$ cat config.mk
export PLATFORM = sky130hd
export DESIGN_NAME = alarm_set_flat
export DESIGN_NICKNAME = d
export VERILOG_FILES = /design/src/rtl/alarm_set_if.sv /design/src/rtl/alarm_set.sv /design/src/flat_wrapper.sv
export SDC_FILE = /design/constraint.sdc
export NUM_CORES = 1
export LEC_CHECK = 0
export ABC_AREA = 1
export CORE_MARGIN = 4
export CORE_UTILIZATION = 27
export DETAILED_ROUTE_END_ITERATION = 10
export HOLD_SLACK_MARGIN = 0.15
export SLEW_MARGIN = 30
export SYNTH_ARGS = -nofsm -noshare
export SYNTH_HDL_FRONTEND = slang
export SYNTH_SLANG_ARGS = --single-unit
$ cat constraint.sdc
create_clock -name mclk -period 2.2 [get_ports mclk]
set_clock_uncertainty 0.1 [all_clocks]
set_input_delay 0.22 -clock mclk [delete_from_list [all_inputs] [get_ports mclk]]
set_output_delay 0.22 -clock mclk [all_outputs]
set_load 0.01 [all_outputs]
$ cat src/rtl/alarm_set_if.sv
// alarm_set_if: bundles the front-panel inputs and the alarm-time outputs of alarm_set.
//
// Signal summary
//   tick       panel -> alarm_set   1-cycle 1 ms timebase strobe
//   btn_mode   panel -> alarm_set   debounced level, cycles IDLE -> EDIT_H -> EDIT_M -> commit
//   btn_up     panel -> alarm_set   debounced level, increment selected field
//   btn_down   panel -> alarm_set   debounced level, decrement selected field
//   btn_onoff  panel -> alarm_set   debounced level, toggle arm (IDLE only)
//   timerH     alarm_set -> rest    committed hour 0..23
//   timerM     alarm_set -> rest    committed minute 0..59
//   enable     alarm_set -> rest    armed and idle
//   editing    alarm_set -> rest    1 in EDIT_H/EDIT_M
//   sel_h      alarm_set -> rest    1 in EDIT_H
//   blink      alarm_set -> rest    edit-field blink, 0 in IDLE
//   disp_h     alarm_set -> rest    shadow hour while editing, else timerH
//   disp_m     alarm_set -> rest    shadow minute while editing, else timerM
//   dbg_state  alarm_set -> rest    FSM state (0 IDLE, 1 EDIT_H, 2 EDIT_M)
//
// Transfer semantics: there is no valid/ready pair here. Buttons are plain levels
// sampled on every rising clock edge; a press is a 0->1 change between two samples.
// tick is a single-cycle strobe counted on every edge where it is 1. Outputs are
// registered values (or fixed decodes of registers) and are always valid.
interface alarm_set_if;
  logic       tick;
  logic       btn_mode;
  logic       btn_up;
  logic       btn_down;
  logic       btn_onoff;
  logic [4:0] timerH;
  logic [5:0] timerM;
  logic       enable;
  logic       editing;
  logic       sel_h;
  logic       blink;
  logic [4:0] disp_h;
  logic [5:0] disp_m;
  logic [1:0] dbg_state;

  modport master (
    output tick, btn_mode, btn_up, btn_down, btn_onoff,
    input  timerH, timerM, enable, editing, sel_h, blink, disp_h, disp_m, dbg_state
  );

  modport slave (
    input  tick, btn_mode, btn_up, btn_down, btn_onoff,
    output timerH, timerM, enable, editing, sel_h, blink, disp_h, disp_m, dbg_state
  );
endinterface

$ cat src/rtl/alarm_set.sv
// alarm_set: writer side of the alarm-compare path. Front-panel buttons edit shadow
// copies of the alarm hour/minute; the committed timerH/timerM only change on the
// final mode press, so the comparator never sees a half-set time. Includes
// auto-repeat on held up/down, hour/minute wrap-around, edit timeout and a blink
// output for the display.
//
// Ports
//   mclk  in  system clock, all state on rising edge
//   rst   in  asynchronous active-high reset
//   bus   alarm_set_if.slave: buttons/tick in, alarm time, flags and display out
module alarm_set #(
  parameter int REPEAT_DELAY = 500,
  parameter int REPEAT_RATE  = 100,
  parameter int TIMEOUT      = 10000,
  parameter int BLINK_HALF   = 250
) (
  input  logic       mclk,
  input  logic       rst,
  alarm_set_if.slave bus
);

  localparam int HOLD_MAX = (REPEAT_DELAY > REPEAT_RATE) ? REPEAT_DELAY : REPEAT_RATE;
  localparam int HOLD_W   = $clog2(HOLD_MAX + 1);
  localparam int TMO_W    = $clog2(TIMEOUT + 1);
  localparam int BLINK_W  = $clog2(BLINK_HALF + 1);

  typedef enum logic [1:0] {
    ST_IDLE   = 2'd0,
    ST_EDIT_H = 2'd1,
    ST_EDIT_M = 2'd2
  } state_t;

  state_t r_state;
  state_t w_state_next;

  logic               r_prev_mode, r_prev_up, r_prev_down, r_prev_onoff;
  logic [4:0]         r_timer_h, r_shadow_h;
  logic [5:0]         r_timer_m, r_shadow_m;
  logic               r_armed;
  logic [HOLD_W-1:0]  r_hold_cnt;
  logic               r_repeating;
  logic [TMO_W-1:0]   r_tmo_cnt;
  logic [BLINK_W-1:0] r_blink_cnt;
  logic               r_blink;

  logic               w_mode_edge, w_up_edge, w_down_edge, w_onoff_edge;
  logic               w_editing, w_one_held, w_rep_hit;
  logic               w_step_up, w_step_down, w_step, w_tmo_hit;
  logic               w_load, w_commit;
  logic [HOLD_W-1:0]  w_hold_inc;
  logic [TMO_W-1:0]   w_tmo_inc;
  logic [BLINK_W-1:0] w_blink_inc;

  assign w_mode_edge  = bus.btn_mode  & ~r_prev_mode;
  assign w_up_edge    = bus.btn_up    & ~r_prev_up;
  assign w_down_edge  = bus.btn_down  & ~r_prev_down;
  assign w_onoff_edge = bus.btn_onoff & ~r_prev_onoff;

  assign w_editing  = (r_state != ST_IDLE);
  assign w_one_held = bus.btn_up ^ bus.btn_down;

  // First repeat step after REPEAT_DELAY held ticks, then one every REPEAT_RATE;
  // the counter restarts from zero at each repeat step.
  assign w_hold_inc = r_hold_cnt + 1'b1;
  assign w_rep_hit  = w_editing & w_one_held & bus.tick &
                      (r_repeating ? (w_hold_inc == HOLD_W'(REPEAT_RATE))
                                   : (w_hold_inc == HOLD_W'(REPEAT_DELAY)));

  // A step needs exactly one of up/down held; a mode press in the same cycle wins.
  assign w_step_up   = w_editing & ~w_mode_edge & bus.btn_up & ~bus.btn_down &
                       (w_up_edge | w_rep_hit);
  assign w_step_down = w_editing & ~w_mode_edge & bus.btn_down & ~bus.btn_up &
                       (w_down_edge | w_rep_hit);
  assign w_step      = w_step_up | w_step_down;

  assign w_tmo_inc = r_tmo_cnt + 1'b1;
  assign w_tmo_hit = w_editing & bus.tick & ~w_step & ~w_mode_edge &
                     (w_tmo_inc == TMO_W'(TIMEOUT));

  assign w_blink_inc = r_blink_cnt + 1'b1;

  // FSM state register
  always_ff @(posedge mclk or posedge rst) begin
    if (rst) r_state <= ST_IDLE;
    else     r_state <= w_state_next;
  end

  // FSM next state; w_load copies committed time into the shadows, w_commit
  // copies the shadows back out.
  always_comb begin
    w_state_next = r_state;
    w_load       = 1'b0;
    w_commit     = 1'b0;
    case (r_state)
      ST_IDLE: begin
        if (w_mode_edge) begin
          w_state_next = ST_EDIT_H;
          w_load       = 1'b1;
        end
      end
      ST_EDIT_H: begin
        if (w_mode_edge)    w_state_next = ST_EDIT_M;
        else if (w_tmo_hit) w_state_next = ST_IDLE;
      end
      ST_EDIT_M: begin
        if (w_mode_edge) begin
          w_state_next = ST_IDLE;
          w_commit     = 1'b1;
        end else if (w_tmo_hit) begin
          w_state_next = ST_IDLE;
        end
      end
      default: w_state_next = ST_IDLE;
    endcase
  end

  // Button history; reset to 1 so a button held through reset is not a press.
  always_ff @(posedge mclk or posedge rst) begin
    if (rst) begin
      r_prev_mode  <= 1'b1;
      r_prev_up    <= 1'b1;
      r_prev_down  <= 1'b1;
      r_prev_onoff <= 1'b1;
    end else begin
      r_prev_mode  <= bus.btn_mode;
      r_prev_up    <= bus.btn_up;
      r_prev_down  <= bus.btn_down;
      r_prev_onoff <= bus.btn_onoff;
    end
  end

  // Committed time, shadows and arm flag
  always_ff @(posedge mclk or posedge rst) begin
    if (rst) begin
      r_timer_h  <= 5'd0;
      r_timer_m  <= 6'd0;
      r_shadow_h <= 5'd0;
      r_shadow_m <= 6'd0;
      r_armed    <= 1'b0;
    end else begin
      if (!w_editing && w_onoff_edge) r_armed <= ~r_armed;
      if (w_commit) begin
        r_timer_h <= r_shadow_h;
        r_timer_m <= r_shadow_m;
      end
      if (w_load) begin
        r_shadow_h <= r_timer_h;
        r_shadow_m <= r_timer_m;
      end else if (w_step) begin
        if (r_state == ST_EDIT_H) begin
          if (w_step_up) r_shadow_h <= (r_shadow_h == 5'd23) ? 5'd0  : r_shadow_h + 5'd1;
          else           r_shadow_h <= (r_shadow_h == 5'd0)  ? 5'd23 : r_shadow_h - 5'd1;
        end else begin
          if (w_step_up) r_shadow_m <= (r_shadow_m == 6'd59) ? 6'd0  : r_shadow_m + 6'd1;
          else           r_shadow_m <= (r_shadow_m == 6'd0)  ? 6'd59 : r_shadow_m - 6'd1;
        end
      end
    end
  end

  // Hold, timeout and blink counters; all idle at zero outside the edit states.
  always_ff @(posedge mclk or posedge rst) begin
    if (rst) begin
      r_hold_cnt  <= '0;
      r_repeating <= 1'b0;
      r_tmo_cnt   <= '0;
      r_blink_cnt <= '0;
      r_blink     <= 1'b0;
    end else begin
      if (!w_editing || !w_one_held || w_mode_edge) begin
        r_hold_cnt  <= '0;
        r_repeating <= 1'b0;
      end else if (bus.tick) begin
        if (w_rep_hit) begin
          r_hold_cnt  <= '0;
          r_repeating <= 1'b1;
        end else begin
          r_hold_cnt <= w_hold_inc;
        end
      end

      if (!w_editing || w_step || w_mode_edge || w_tmo_hit) r_tmo_cnt <= '0;
      else if (bus.tick)                                    r_tmo_cnt <= w_tmo_inc;

      if (!w_editing) begin
        r_blink_cnt <= '0;
        r_blink     <= 1'b0;
      end else if (bus.tick) begin
        if (w_blink_inc == BLINK_W'(BLINK_HALF)) begin
          r_blink_cnt <= '0;
          r_blink     <= ~r_blink;
        end else begin
          r_blink_cnt <= w_blink_inc;
        end
      end
    end
  end

  assign bus.timerH    = r_timer_h;
  assign bus.timerM    = r_timer_m;
  assign bus.enable    = r_armed & ~w_editing;
  assign bus.editing   = w_editing;
  assign bus.sel_h     = (r_state == ST_EDIT_H);
  // Gated so the cycle right after an abort/commit already shows 0.
  assign bus.blink     = r_blink & w_editing;
  assign bus.disp_h    = w_editing ? r_shadow_h : r_timer_h;
  assign bus.disp_m    = w_editing ? r_shadow_m : r_timer_m;
  assign bus.dbg_state = r_state;

endmodule

$ cat src/flat_wrapper.sv
// flat-port wrapper written by rule: the top's interface ports become plain ports
module alarm_set_flat 
#(
  parameter int REPEAT_DELAY = 500,
  parameter int REPEAT_RATE  = 100,
  parameter int TIMEOUT      = 10000,
  parameter int BLINK_HALF   = 250
)
  (mclk, rst, bus_tick, bus_btn_mode, bus_btn_up, bus_btn_down, bus_btn_onoff, bus_timerH, bus_timerM, bus_enable, bus_editing, bus_sel_h, bus_blink, bus_disp_h, bus_disp_m, bus_dbg_state);
  alarm_set_if bus_i ();
  input  logic mclk;
  input  logic rst;
  input wire logic [$bits(bus_i.tick)-1:0] bus_tick;
  input wire logic [$bits(bus_i.btn_mode)-1:0] bus_btn_mode;
  input wire logic [$bits(bus_i.btn_up)-1:0] bus_btn_up;
  input wire logic [$bits(bus_i.btn_down)-1:0] bus_btn_down;
  input wire logic [$bits(bus_i.btn_onoff)-1:0] bus_btn_onoff;
  output wire logic [$bits(bus_i.timerH)-1:0] bus_timerH;
  output wire logic [$bits(bus_i.timerM)-1:0] bus_timerM;
  output wire logic [$bits(bus_i.enable)-1:0] bus_enable;
  output wire logic [$bits(bus_i.editing)-1:0] bus_editing;
  output wire logic [$bits(bus_i.sel_h)-1:0] bus_sel_h;
  output wire logic [$bits(bus_i.blink)-1:0] bus_blink;
  output wire logic [$bits(bus_i.disp_h)-1:0] bus_disp_h;
  output wire logic [$bits(bus_i.disp_m)-1:0] bus_disp_m;
  output wire logic [$bits(bus_i.dbg_state)-1:0] bus_dbg_state;
  assign bus_i.tick = bus_tick;
  assign bus_i.btn_mode = bus_btn_mode;
  assign bus_i.btn_up = bus_btn_up;
  assign bus_i.btn_down = bus_btn_down;
  assign bus_i.btn_onoff = bus_btn_onoff;
  assign bus_timerH = bus_i.timerH;
  assign bus_timerM = bus_i.timerM;
  assign bus_enable = bus_i.enable;
  assign bus_editing = bus_i.editing;
  assign bus_sel_h = bus_i.sel_h;
  assign bus_blink = bus_i.blink;
  assign bus_disp_h = bus_i.disp_h;
  assign bus_disp_m = bus_i.disp_m;
  assign bus_dbg_state = bus_i.dbg_state;
  alarm_set #(.REPEAT_DELAY(REPEAT_DELAY), .REPEAT_RATE(REPEAT_RATE), .TIMEOUT(TIMEOUT), .BLINK_HALF(BLINK_HALF)) u_core (.mclk(mclk), .rst(rst), .bus(bus_i));
endmodule
==> results.md <==
* Status: finished clean
* Final-report max-slew violation count at 0
* NetSw at between 2 and 2.5 mW
* Worst path slowest cell: clkdlybuf4s50_1
* CTS Buffer Depth at 2
* Relative slew margins at 0.587
* Compound-cell area share of the yosys netlist at 0.0986
* Commonest non-fill, non-tap cells in the layout: nand2_1 (159), inv_1 (67), dfrtp_1 (57)
* Clk slew on worst S/H paths at approximately 0.05 ns
* M1 wire length at approximately 4.6 mm
* Tightest Pin Transition at roughly 0.62 ns
* Placed Area at 4680 µm²
* Core Area at about 14,000 µm²
* Gr usage total at 0.123
* DRT iter0 DRCs at ~260
* WS Path Type: reg -> out
* Rows at 44
* Clock latency on the worst-skew pair at about 0.33 ns
* Mapped Area at roughly 4000 µm²
* Int Power at 3.54 mW
* Register area share after synthesis at 0.391
* Finish-stage setup viols at 0
* Metal2 WL at between 4 and 5 mm
* Min Clock Period, post-route at 2.13 ns
* Vias at around 3,700
* Crit-path cells: nor2_4 > buf_8 > nand2_1 > o21ai_0 > clkdlybuf4s50_1
* CP peak stage delay at about 0.57 ns
* Setup_tns at 0 ns
* Critical path required time at between 1.5 and 2 ns
* Antenna diodes at 0
* Drt pass-1 iters at 4
* Antenna violations before repair at 0
* Drt wl/cell at around 13 µm
* Top Layer Used: met4
* Warnings, synthesis at 0
* First-pass GRT wire length at between 15 and 20 mm
* TritonCTS clock tree: yes
* Setup crit start kind: flop
* P_leak at between 2 and 2.5 nW
* Final HPWL DP at 6.86 mm
* Sink Count at between 60 and 70
* Port buffer count at 34
* DRC viols at 0
* Main combinational cell family by area after synthesis: simple AND/OR/NAND/NOR gates
* Sequential Power Share at 0.287
* Worst hold path class: in -> async
* Nets at around 640
* Grt total ovfl at 0
* Post-synthesis register bit count at 62
* Comb pwr share at 0.449
* Post-Synth Adder-Cell Area at 0.0345
* RSZ-0062 raised after global routing: yes
* Root Driver: clkbuf_16
* H-tree levels at 3
* Synthesis-to-finish area growth at 32.0%
* Maximum clock rate at between 0.4 and 0.5 GHz
* Hold buffers post-CTS at 0
* ANT nets after route at 0
* Routed wl met3 at between 500 and 600 µm
* PwrDens at around 1100 nW/µm²
* Drt via density at around 4.6
* Cell variety after synth at 34
* Vias in the first global route at about 3,400
* Commonest non-fill, non-tap cell in the layout: nand2_1
* MaxCap Viol Count at 0
* Net Sw Frac at 0.393
* Max VDD drop at 0.452 mV
* Largest net degree at the start of global routing at 63
* Worst setup EP type: output pin
* Die area at around 17,000 µm²
* Ports at 35
* Syn Inst Count at approximately 560
* Routability congestion estimate at a little under 0.9
* Synth Area in XOR/XNOR at 0.0484
* Clk pwr share at 0.263
* Syn avg cell area at about 7.2 µm²
* Final period utilization at 0.969
* Design Area, Final at 5260 µm²
* DIE HEIGHT at ~130 µm
* Crit-path max FO at 23
* Syn Nets at about 580
* Starting Density at 0.275
* FF-to-FF Start: u_core.r_hold_cnt[0]
* Critical Path Start: u_core.bus.dbg_state[1]
* Multiplexer share of the synthesized area at 0
* Worst EP arrival at around 1.8 ns
* Final hold vios at 0
* Total Wirelength at roughly 10 mm
* Area share of and/or/nand/nor cells after synthesis at 0.342
* Layout cells sized above 1 at 0.183
* TritonCTS buffer count at 9
* Die W at about 130 µm
[registers in the layout (all words and copies together) (netlist names)]
| name | flops |
|---|---|
| u_core.r_armed | 1 |
| u_core.r_blink_cnt | 8 |
| u_core.bus.timerH | 5 |
| u_core.r_prev_onoff | 1 |
| u_core.r_prev_up | 1 |
| u_core.r_blink | 1 |
| u_core.r_prev_mode | 1 |
| u_core.r_shadow_m | 6 |
| u_core.r_tmo_cnt | 14 |
| u_core.bus.dbg_state | 2 |
| u_core.r_hold_cnt | 9 |
| u_core.r_repeating | 1 |
| u_core.r_shadow_h | 5 |
| u_core.bus.timerM | 6 |
| u_core.r_prev_down | 1 |
[layer usage]
layer  GRT usage  vias up
met5           0        -
met4      0.0513        0
met3      0.0301       15
met2       0.184       79
met1       0.170     1743
li1            -     1899
[repair_timing]
item	4_1_cts	5_1_grt
gates cloned	0	2
gates resized for setup	1	55
setup endpoints to repair	11	52
buffers inserted	1	3
pin swaps	1	17
endpoints found under the hold margin	0	0
[synth_stat cells]
| cell type | count | area, µm² |
|---|---|---|
| nand2_4 | 4 | 45.0 |
| buf_1 | 1 | 3.75 |
| and3_1 | 1 | 6.26 |
| a21oi_1 | 10 | 50.1 |
| dfstp_2 | 4 | 105 |
| inv_4 | 1 | 6.26 |
| inv_2 | 2 | 7.51 |
| o211ai_1 | 1 | 7.51 |
| buf_4 | 1 | 7.51 |
| or2_2 | 3 | 18.8 |
| clkbuf_1 | 9 | 33.8 |
| buf_6 | 2 | 22.5 |
| xor2_1 | 17 | 149 |
| nand2_2 | 5 | 31.3 |
| ha_1 | 11 | 138 |
| nand3_2 | 1 | 10.0 |
| nand3b_1 | 2 | 15.0 |
| o21ai_0 | 41 | 205 |
| nor4_1 | 1 | 6.26 |
| nor3_2 | 1 | 10.0 |
| nor2_4 | 3 | 33.8 |
| nand2_1 | 170 | 638 |
| inv_1 | 70 | 263 |
| nor2_1 | 41 | 154 |
| o22ai_1 | 15 | 93.8 |
| nand4_1 | 7 | 43.8 |
| dfrtp_1 | 58 | 1450 |
| a21oi_2 | 3 | 26.3 |
| nor2_2 | 9 | 56.3 |
| xnor2_1 | 5 | 43.8 |
| o21ai_1 | 2 | 10.0 |
| nor3_1 | 9 | 45.0 |
| nand3_4 | 1 | 17.5 |
| nand3_1 | 46 | 230 |
[cell type report]
class,count,area [µm²]
Clock buffer,12,246
Clock inverter,4,70.1
Fill cell,1498,9220
Inverter,73,279
Multi-Input combinational cell,411,2290
Sequential cell,62,1560
Tap cell,184,230
Timing Repair Buffer,62,588
[final timing paths]
| check | cells after the start | slack, ns | to |
|---|---|---|---|
| max in group asynchronous | 3 | 1.50 | u_core.r_prev_mode |
| worst min-delay path | 3 | 0.17 | u_core.r_blink_cnt[5] |
| worst max-delay path | 5 | 0.07 | bus_disp_m[4] |
| min in group mclk | 1 | 0.22 | u_core.r_prev_onoff |
| worst max register to register | 14 | 0.09 | u_core.r_shadow_h[3] |
| worst min register to register | 1 | 0.37 | u_core.r_armed |
[per-stage QoR]
step | hold slack, ns | power (mW) | cells | setup WS (ns) | utilization
global placement | 0.361 | 4.23 | 786 | -0.00758 | 0.323
floorplan | 0.124 | 3.19 | 557 | 0.152 | -
CTS | 0.196 | 5.82 | 803 | 0.0110 | 0.346
global route | 0.225 | 6.27 | 808 | -0.0450 | 0.363
detailed placement | 0.367 | 4.22 | 786 | -0.0918 | 0.323
finish | 0.168 | 5.83 | 808 | 0.0674 | 0.363
[cell families (layout without fill, tap and decap cells)]
family / count (synthesis) / in the layout
xor gates and xnor gates: 22 / 22
adders and majority gates: 11 / 11
AOI/OAI and AO/OA: 72 / 72
buffers and inverters: 86 / 151
DFF: 62 / 62
and+or+nand+nor: 304 / 306
[power groups by stage]
stage          Sequential, mW  Clock, mW  Combinational (mW)
2_1_floorplan            1.66          0                1.53
3_3_place_gp             1.69          0                2.53
3_5_place_dp             1.69          0                2.54
4_1_cts                  1.67       1.56                2.59
5_1_grt                  1.71       1.61                2.95
6_report                 1.68       1.54                2.62
[worst max-delay path: cells and delay by family (launching register included)]
family                 cells  cell delay, ns
buffers and inverters      2            0.75
flip-flops                 1            0.45
AND/OR/NAND/NOR            2            0.20
AO/OA/AOI/OAI              1            0.09
No activity file was read; power rests on OpenSTA's default activity.
